<file path="config.mk">
export PLATFORM = sky130hd
export DESIGN_NAME = muldiv_iter
export DESIGN_NICKNAME = d
export VERILOG_FILES = /design/src/rtl/muldiv_pkg.sv /design/src/rtl/muldiv_iter.sv
export SDC_FILE = /design/constraint.sdc
export NUM_CORES = 1
export LEC_CHECK = 0
export CORE_ASPECT_RATIO = 0.9
export CORE_MARGIN = 5
export CORE_UTILIZATION = 40
export CTS_CLUSTER_DIAMETER = 80
export CTS_CLUSTER_SIZE = 30
export DETAILED_ROUTE_END_ITERATION = 8
export GPL_ROUTABILITY_DRIVEN = 1
export PLACE_DENSITY = 0.56
export SLEW_MARGIN = 20
export SYNTH_ARGS = -nofsm -noshare
export SYNTH_HDL_FRONTEND = slang
export SYNTH_SLANG_ARGS = --single-unit
</file>
<file path="constraint.sdc">
create_clock -name clk -period 7.2 [get_ports clk]
set_input_delay 1.44 -clock clk [delete_from_list [all_inputs] [get_ports clk]]
set_output_delay 1.44 -clock clk [all_outputs]
set_load 0.01 [all_outputs]
</file>
<file path="src/rtl/muldiv_pkg.sv">
// Op codes and FSM states shared by the iterative multiply/divide unit and EXE decode.
package muldiv_pkg;

  typedef enum logic [1:0] {
    OP_MULT  = 2'b00,
    OP_MULTU = 2'b01,
    OP_DIV   = 2'b10,
    OP_DIVU  = 2'b11
  } muldiv_op_e;

  typedef enum logic [1:0] {
    ST_IDLE = 2'b00,
    ST_RUN  = 2'b01,
    ST_DONE = 2'b10
  } muldiv_state_e;

endpackage

</file>
<file path="src/rtl/muldiv_iter.sv">
// Radix-2 signed/unsigned multiply and restoring divide, one bit per cycle: WIDTH+1 cycles
// from accept to valid_o (1 for divide-by-zero); start_i is ignored while busy_o, cancel_i aborts.
module muldiv_iter
  import muldiv_pkg::*;
#(
  parameter int WIDTH = 32
) (
  input  logic             clk,
  input  logic             rst,
  input  logic             start_i,
  input  logic [1:0]       op_i,
  input  logic [WIDTH-1:0] a_i,
  input  logic [WIDTH-1:0] b_i,
  input  logic             cancel_i,
  output logic             busy_o,
  output logic             valid_o,
  output logic [WIDTH-1:0] hi_o,
  output logic [WIDTH-1:0] lo_o,
  output logic             div_by_zero_o
);

  localparam int CW = $clog2(WIDTH);

  muldiv_state_e      r_state;
  muldiv_op_e         r_op;
  logic [CW-1:0]      r_cnt;
  logic [2*WIDTH-1:0] r_acc;
  logic [WIDTH-1:0]   r_opnd;
  logic               r_sa;
  logic               r_sb;
  logic               r_dbz;
  logic [WIDTH-1:0]   r_hi;
  logic [WIDTH-1:0]   r_lo;

  muldiv_op_e         w_op;
  logic               w_in_div;
  logic               w_in_signed;
  logic               w_accept;
  logic               w_run_div;
  logic               w_run_signed;
  logic               w_sub;
  logic [WIDTH-1:0]   w_mag_a;
  logic [WIDTH-1:0]   w_mag_b;
  logic [WIDTH:0]     w_sum;
  logic [WIDTH+1:0]   w_diff;
  logic [2*WIDTH-1:0] w_step;

  function automatic logic [2*WIDTH-1:0] sign_fix(input logic is_div, input logic is_signed,
                                                  input logic sa, input logic sb,
                                                  input logic [2*WIDTH-1:0] raw);
    logic [WIDTH-1:0] q;
    logic [WIDTH-1:0] r;
    q = raw[WIDTH-1:0];
    r = raw[2*WIDTH-1:WIDTH];
    if (!is_signed) return raw;
    if (!is_div) return (sa ^ sb) ? -raw : raw;
    if (sa ^ sb) q = -q;
    if (sa) r = -r;
    return {r, q};
  endfunction

  assign w_op        = muldiv_op_e'(op_i);
  assign w_in_div    = (w_op == OP_DIV) || (w_op == OP_DIVU);
  assign w_in_signed = (w_op == OP_MULT) || (w_op == OP_DIV);
  assign w_accept    = start_i && !cancel_i && (r_state != ST_RUN);

  // MIN negates to itself, which read as unsigned is exactly 2^(WIDTH-1).
  assign w_mag_a = (w_in_signed && a_i[WIDTH-1]) ? -a_i : a_i;
  assign w_mag_b = (w_in_signed && b_i[WIDTH-1]) ? -b_i : b_i;

  assign w_run_div    = (r_op == OP_DIV) || (r_op == OP_DIVU);
  assign w_run_signed = (r_op == OP_MULT) || (r_op == OP_DIV);

  assign w_sum  = {1'b0, r_acc[2*WIDTH-1:WIDTH]} + (r_acc[0] ? {1'b0, r_opnd} : '0);
  // Partial remainder is WIDTH+1 bits after the shift; a set top bit of w_diff means borrow.
  assign w_diff = {1'b0, r_acc[2*WIDTH-1:WIDTH-1]} - {2'b00, r_opnd};
  assign w_sub  = (w_diff[WIDTH+1:WIDTH] == 2'b00);

  always_comb begin
    w_step = {w_sum, r_acc[WIDTH-1:1]};
    if (w_run_div) begin
      w_step = w_sub ? {w_diff[WIDTH-1:0], r_acc[WIDTH-2:0], 1'b1}
                     : {r_acc[2*WIDTH-2:0], 1'b0};
    end
  end

  always_ff @(posedge clk) begin
    if (rst) begin
      r_state <= ST_IDLE;
      r_op    <= OP_MULT;
      r_cnt   <= '0;
      r_acc   <= '0;
      r_opnd  <= '0;
      r_sa    <= 1'b0;
      r_sb    <= 1'b0;
      r_dbz   <= 1'b0;
      r_hi    <= '0;
      r_lo    <= '0;
    end else begin
      r_dbz <= 1'b0;
      case (r_state)
        ST_RUN: begin
          if (cancel_i) begin
            r_state <= ST_IDLE;
          end else begin
            r_acc <= w_step;
            if (r_cnt == '0) begin
              r_state      <= ST_DONE;
              {r_hi, r_lo} <= sign_fix(w_run_div, w_run_signed, r_sa, r_sb, w_step);
            end else begin
              r_cnt <= r_cnt - CW'(1);
            end
          end
        end
        default: begin
          r_state <= ST_IDLE;
          if (w_accept) begin
            r_op  <= w_op;
            r_sa  <= w_in_signed & a_i[WIDTH-1];
            r_sb  <= w_in_signed & b_i[WIDTH-1];
            r_cnt <= CW'(WIDTH - 1);
            if (w_in_div && (b_i == '0)) begin
              r_state <= ST_DONE;
              r_dbz   <= 1'b1;
              r_hi    <= a_i;
              r_lo    <= '1;
            end else if (w_in_div) begin
              r_state <= ST_RUN;
              r_opnd  <= w_mag_b;
              r_acc   <= {{WIDTH{1'b0}}, w_mag_a};
            end else begin
              r_state <= ST_RUN;
              r_opnd  <= w_mag_a;
              r_acc   <= {{WIDTH{1'b0}}, w_mag_b};
            end
          end
        end
      endcase
    end
  end

  assign busy_o        = (r_state == ST_RUN);
  assign valid_o       = (r_state == ST_DONE);
  assign div_by_zero_o = r_dbz;
  assign hi_o          = r_hi;
  assign lo_o          = r_lo;

endmodule

</file>
# --- After elaboration in Yosys (flattened, before gate mapping) ---
# Cells that the tools add are included.
op_classes:
  reduce_logical: 23
  n_addsub: 8
  mux: 49
  bitwise: 6
  eq_ne: 12
ops:
  columns: ["op", "n"]
  rows:
  - ["two-way mux 64 bit", 11]
  - ["two-way mux 32 bit", 17]
  - ["negation 32 bit", 4]
  - ["negation 64 bit", 1]
  - ["subtractor 33 x 32 -> 34 bit", 1]
  - ["adder 32 x 32 -> 33 bit", 1]
  - ["zero test 32 bit", 1]
  - ["two-way mux 5 bit", 4]
  - ["two-way mux 1 bit", 12]
  - ["== test 2 bit, second input constant", 5]
  - ["two-way mux 2 bit", 5]
  - ["AND reduction 3 bit", 3]
  - ["zero test 2 bit", 3]
  - ["inequality test 2 bit, second input constant", 3]
  - ["logical AND 1 bit", 5]
  - ["zero test 5 bit", 1]
  - ["subtractor 5 x 1 -> 5 bit, second input constant", 1]
  - ["logical OR 1 bit", 4]
  - ["inequality test 2 x 1 -> 1 bit, second input constant", 2]
  - ["AND reduction 4 bit", 1]
  - ["nonzero test 2 bit", 2]
  - ["inequality test 3 x 2 -> 1 bit, second input constant", 1]
  - ["NOT 1 bit", 3]
  - ["OR reduction 3 bit", 1]
  - ["other kinds (5)", 6]
totals:
  wordCells: 108
  input_bits: 70
  regBits: 172

# --- Depth between registers and ports, before layout ---
logic_depth:
  ltp_word: 17
  ltp_mapped: 25
  ltp_nobuf: 24

# --- Least setup slack after synthesis ---
# Ideal clock, no wire load.
synth_timing:
  path_type: "register -> register"
  start: "reg r_acc[31]"
  end: "reg r_hi[26], in the netlist hi_o[26]"
  period_less_slack_ns: 5.061
  setup_ns: 0.132
  stages_incl_launch_ff: 25
  n_path_buf: 1
  t_arrival_ns: 4.929
  setup_slack_ns: 2.139
  path_cell_list: "dfxtp_1 > inv_1 > ha_1 > inv_1 > fa_1 > a211oi_2 > o21bai_1 > a211oi_2 > o211ai_2 > a21oi_4 > xor2_2 > buf_6 > o21ai_1 > inv_1 > ha_1 > nand3_1 > or4_1 > nor4_1 > a21oi_1 > o21bai_1 > a21oi_1 > or3_1 > o31ai_1 > xnor2_1 > o22ai_1"
synth_between:
  elab_chain_len: 12
synth_rtl:
  columns: ["item", "line", "rtl"]
  rows:
  - ["start: declaration", "muldiv_iter.sv:27", "logic [2*WIDTH-1:0] r_acc;"]
  - ["start signal: assignment", "muldiv_iter.sv:106", "r_acc <= w_step;"]
  - ["start signal: assignment", "muldiv_iter.sv:130", "r_acc <= {{WIDTH{1'b0}}, w_mag_a};"]
  - ["start signal: assignment", "muldiv_iter.sv:134", "r_acc <= {{WIDTH{1'b0}}, w_mag_b};"]
  - ["subtractor 33 x 32 -> 34 bit", "muldiv_iter.sv:76", "assign w_diff = {1'b0, r_acc[2*WIDTH-1:WIDTH-1]} - {2'b00, r_opnd};"]
  - ["zero test 2 bit", "muldiv_iter.sv:77", "assign w_sub = (w_diff[WIDTH+1:WIDTH] == 2'b00);"]
  - ["two-way mux 64 bit", "muldiv_iter.sv:82", "w_step = w_sub ? {w_diff[WIDTH-1:0], r_acc[WIDTH-2:0], 1'b1}"]
  - ["two-way mux 64 bit (*)", "muldiv_iter.sv:81", "if (w_run_div) begin"]
  - ["negation 64 bit", "muldiv_iter.sv:56", "if (!is_div) return (sa ^ sb) ? -raw : raw;"]
  - ["two-way mux 64 bit (2 in a row)", "muldiv_iter.sv:56", null]
  - ["two-way mux 64 bit", "muldiv_iter.sv:57", "if (sa ^ sb) q = -q;"]
  - ["two-way mux 64 bit (*)", "muldiv_iter.sv:56", null]
  - ["two-way mux 32 bit (*)", "muldiv_iter.sv:107", "if (r_cnt == '0) begin"]
  - ["two-way mux 32 bit (*)", "muldiv_iter.sv:103", "if (cancel_i) begin"]
  - ["two-way mux 32 bit (*)", "muldiv_iter.sv:101", "case (r_state)"]
  - ["end signal: assignment", "muldiv_iter.sv:109", "{r_hi, r_lo} <= sign_fix(w_run_div, w_run_signed, r_sa, r_sb, w_step);"]
  - ["end signal: assignment", "muldiv_iter.sv:125", "r_hi <= a_i;"]
  - ["end: declaration", "muldiv_iter.sv:32", "logic [WIDTH-1:0] r_hi;"]
# Mark *: on every way between the ends. The rest lies on a longest branch, timed or not. The select of a mux whose other input is x is not followed.
# A chain may end at the register's enable or synchronous reset.

# --- Final worst setup path ---
layout_timing:
  start: "reg r_opnd[10]"
  end: "reg r_hi[14], in the netlist hi_o[14]"
layout_between:
  elab_chain_len: 12
layout_rtl:
  columns: ["item", "line", "rtl"]
  rows:
  - ["start: declaration", "muldiv_iter.sv:28", "logic [WIDTH-1:0] r_opnd;"]
  - ["start signal: assignment", "muldiv_iter.sv:129", "r_opnd <= w_mag_b;"]
  - ["start signal: assignment", "muldiv_iter.sv:133", "r_opnd <= w_mag_a;"]
  - ["subtractor 33 x 32 -> 34 bit", "muldiv_iter.sv:76", null]
  - ["zero test 2 bit", "muldiv_iter.sv:77", null]
  - ["two-way mux 64 bit", "muldiv_iter.sv:82", null]
  - ["two-way mux 64 bit (*)", "muldiv_iter.sv:81", null]
  - ["negation 64 bit", "muldiv_iter.sv:56", null]
  - ["two-way mux 64 bit (2 in a row)", "muldiv_iter.sv:56", null]
  - ["two-way mux 64 bit", "muldiv_iter.sv:57", null]
  - ["two-way mux 64 bit (*)", "muldiv_iter.sv:56", null]
  - ["two-way mux 32 bit (*)", "muldiv_iter.sv:107", null]
  - ["two-way mux 32 bit (*)", "muldiv_iter.sv:103", null]
  - ["two-way mux 32 bit (*)", "muldiv_iter.sv:101", null]
# Marks and branches as above.

==> impl_metrics.csv <==
group,metric,value,unit
outcome,outcome,"finished, final reports clean",
detailed_routing,drc_errors,0,
critical_path,crit_arrival,6.72,ns
sta,rsz0062_at_grt,"no",
critical_path,crit_fanout,6,
detailed_routing,wire_per_inst,24.1,um
grt,met1_usage,0.432,
job,cap_violations,0,
floorplanning,start_util,0.407,
power_and_ir_drop,power_density,163,nW/um2
critical_path,worstSetupPathType,"reg -> reg",
grt,antenna_found_initial,3,
synthesis,syn_nets,2303,
clock_tree,cts_max_level,4,
sta,max_clock_freq,158,MHz
synthesis,ys_top_cells_by_area,"dfxtp_1 (22%), nor2_1 (6.4%), ha_1 (5.6%)",
grt,gr-usage-met2,0.422,
sta,tightestPinTransition,1.12,ns
synthesis,ys_seq_elements,172,
final_layout,nFillCells,3927,
min_path,whs_path_depth,2,
synthesis,yosysSeqAreaShare,0.219,
power_and_ir_drop,ir_drop,0.155,mV
synthesis,ys_async_sr_fraction,0,
grt,grt.total_usage,0.296,
synthesis,synth_area_per_cell,7.26,um2
final_layout,antenna_cells,0,
final_layout,fin_cells,2747,
final_layout,fin_util,0.466,
critical_path,start_kind,"register",
floorplanning,num_rows,68,
sta,post-route-period-util,0.878,
detailed_routing,drtIter0Drc,1726,
grt,grt_pass1_vias,15300,
sta,period_minus_slack,6.32,ns
synthesis,yosysTopAreaCellShare,0.219,
sta,slew_headroom,0.252,
critical_path,r2r_cells,21,
critical_path,reg2reg_setup_slack,0.88,ns
floorplanning,die_area,43300,um2
min_path,hold_class,"reg -> reg",
grt,grt_pass1_wl,97600,um
detailed_routing,via_per_inst,6.09,
synthesis,synth_edf_count,0,
detailed_routing,final_antenna_net_count,0,
synthesis,synthFlopType,"dfxtp_1",
clock_tree,cts_buffer_depth,2,
final_layout,area_delta_synth_final,14.3,%
placed_design,pre_cts_ws,1.04,ns
critical_path,required,7.60,ns
final_layout,mostFrequentLayoutCells,"nor2_1 (264), nand2_1 (211), dfxtp_1 (171), a21oi_1 (168), o21ai_0 (151)",
placed_design,placed_area,17400,um2
final_layout,layout.nets,2351,
detailed_routing,first_pass_iters,6,
synthesis,synthDistinctLibCells,105,
clock_tree,numCtsBuffers,17,
sta,setup_tns,0,ns
critical_path,r2r-start,"r_opnd[10]$_SDFFE_PP0P_",
placed_design,gp_congestion,0.956,
grt,grt_busiest_layer,"met1",
placed_design,io_buffers,136,
floorplanning,fp.coreArea,38500,um2
synthesis,syn_inst,2161,
sta,fin_ws,0.881,ns
final_layout,final_cell_area,17900,um2
placed_design,post-dp-hpwl,51500,um
min_path,holdCritStartpoint,"hi_o[19]$_SDFFE_PP0P_",
placed_design,place_inst,2715,
synthesis,syn_area,15700,um2
power_and_ir_drop,p_leak,6.94,nW
critical_path,r2r_end,"hi_o[14]$_SDFFE_PP0P_",
clock_tree,cts_sinks,172,
sta,timing.hold.ws,0.459,ns
floorplanning,die_height,198,um
sta,slew_viol_final,0,
clock_tree,cts_root_buf,"clkbuf_16",
final_layout,drive_above_1_share,0.0684,
clock_tree,insertion_delay,0.48,ns
synthesis,synth.largest_area_cell,"dfxtp_1",
sta,hold_viol_final,0,
clock_tree,path_clk_slew,0.07,ns
floorplanning,die_w,219,um
synthesis,ys_warn_count,0,
sta,setup_viol,0,
grt,grt_max_degree,105,
clock_tree,cts.repair.resized,0,
final_layout,multi_input_area,11400,um2
detailed_routing,wirelength,66300,um
detailed_routing,num_vias,16700,
critical_path,worst_setup_path_end_kind,"register",
clock_tree,hold_buffers,0,
clock_tree,tritoncts,"yes",
final_layout,seqCellArea,3450,um2
final_layout,final_common_cell,"nor2_1",
clock_tree,post_cts_buffers,0,
min_path,whs_endpoint,"hi_o[19]$_SDFFE_PP0P_",
power_and_ir_drop,power,2.93,mW
grt,met3_usage,0.0904,
grt,grt.overflow.total,0,
floorplanning,pin_count,137,
sta,skew,0.0116,ns
worst max-delay path: stages, from the launching register on:
cell and delay, ns:
dfxtp_1 0.34, inv_1 0.05, ha_1 0.35, a211oi_1 0.40
o211a_1 0.23, o21ai_1 0.13, a211oi_2 0.47, a211oi_2 0.17
o21ai_0 0.56, o21ai_1 0.29, inv_1 0.14, ha_1 0.21
nand3_1 0.17, or4_1 0.53, nor4_1 0.56, nor3b_1 0.28
o31ai_1 0.19, nor3_1 0.31, a31oi_1 0.21, xnor2_1 0.18
a211o_1 0.31, a21oi_1 0.14
final cells by class:
type	instances	area share
clock buffers	18	0.0245
clock inverters	14	0.00774
inverters	72	0.0151
multi-input cells	1783	0.637
flip-flops and latches	172	0.192
well taps	525	0.0366
repair buffers	163	0.0867
layer usage:
layer  up-vias  routed length (um)
li1       7896                   -
met1      8028               30800
met2       722               27000
met3        80                6820
met4         2                1640
met5         -                  18
power by group:
| part | internal, mW | total [mW] | switching (mW) |
|---|---|---|---|
| Sequential | 0.990 | 1.03 | 0.0434 |
| Combinational | 0.331 | 0.949 | 0.618 |
| Clock | 0.471 | 0.952 | 0.481 |
cell usage after synthesis (6+ instances only):
library cell / instances
a211o_1: 9
a211oi_1: 46
a211oi_2: 7
a21boi_0: 9
a21o_1: 25
a21oi_1: 168
a221oi_1: 15
a31oi_1: 39
and2_1: 52
and3_1: 20
and4_1: 8
buf_1: 15
buf_2: 13
clkbuf_1: 99
dfxtp_1: 172
ha_1: 70
inv_1: 70
mux2_2: 6
mux2i_1: 62
nand2_1: 212
nand2b_1: 17
nand3_1: 65
nand4_1: 19
nor2_1: 267
nor2b_1: 16
nor3_1: 51
nor3b_1: 7
nor4_1: 20
o211a_1: 7
o211ai_1: 55
o21a_1: 16
o21ai_0: 151
o21ai_1: 14
o22ai_1: 13
o31ai_1: 14
or2_2: 13
or3_1: 6
or4_1: 8
xnor2_1: 85
xor2_1: 76
registers in the layout, summed over array words and instances, names as in the netlist:
register / cells
r_cnt: 5
r_sa: 1
r_opnd: 32
r_op: 2
r_sb: 1
r_state: 2
hi_o: 32
lo_o: 32
div_by_zero_o: 1
r_acc: 64
cell families after synthesis:
group	share of synthesized area
xor gates and xnor gates	0.0926
muxes	0.0438
buffers and inverters	0.0532
and+or+nand+nor	0.250
DFF	0.219
adders and majority gates	0.0584
AOI/OAI and AO/OA	0.282
how the worst max path moves through the flow:
stage	slack, ns	to	start
after floorplan	2.14	hi_o[26]$_SDFFE_PP0P_	r_acc[31]$_SDFFE_PP0P_
after global placement	1.27	hi_o[5]$_SDFFE_PP0P_	b_i[5]
after detailed placement	1.04	hi_o[5]$_SDFFE_PP0P_	b_i[5]
after CTS	1.07	hi_o[14]$_SDFFE_PP0P_	r_opnd[10]$_SDFFE_PP0P_
after global routing	0.35	hi_o[14]$_SDFFE_PP0P_	r_opnd[10]$_SDFFE_PP0P_
final	0.88	hi_o[14]$_SDFFE_PP0P_	r_opnd[10]$_SDFFE_PP0P_
(Power assumes the default switching activity.)
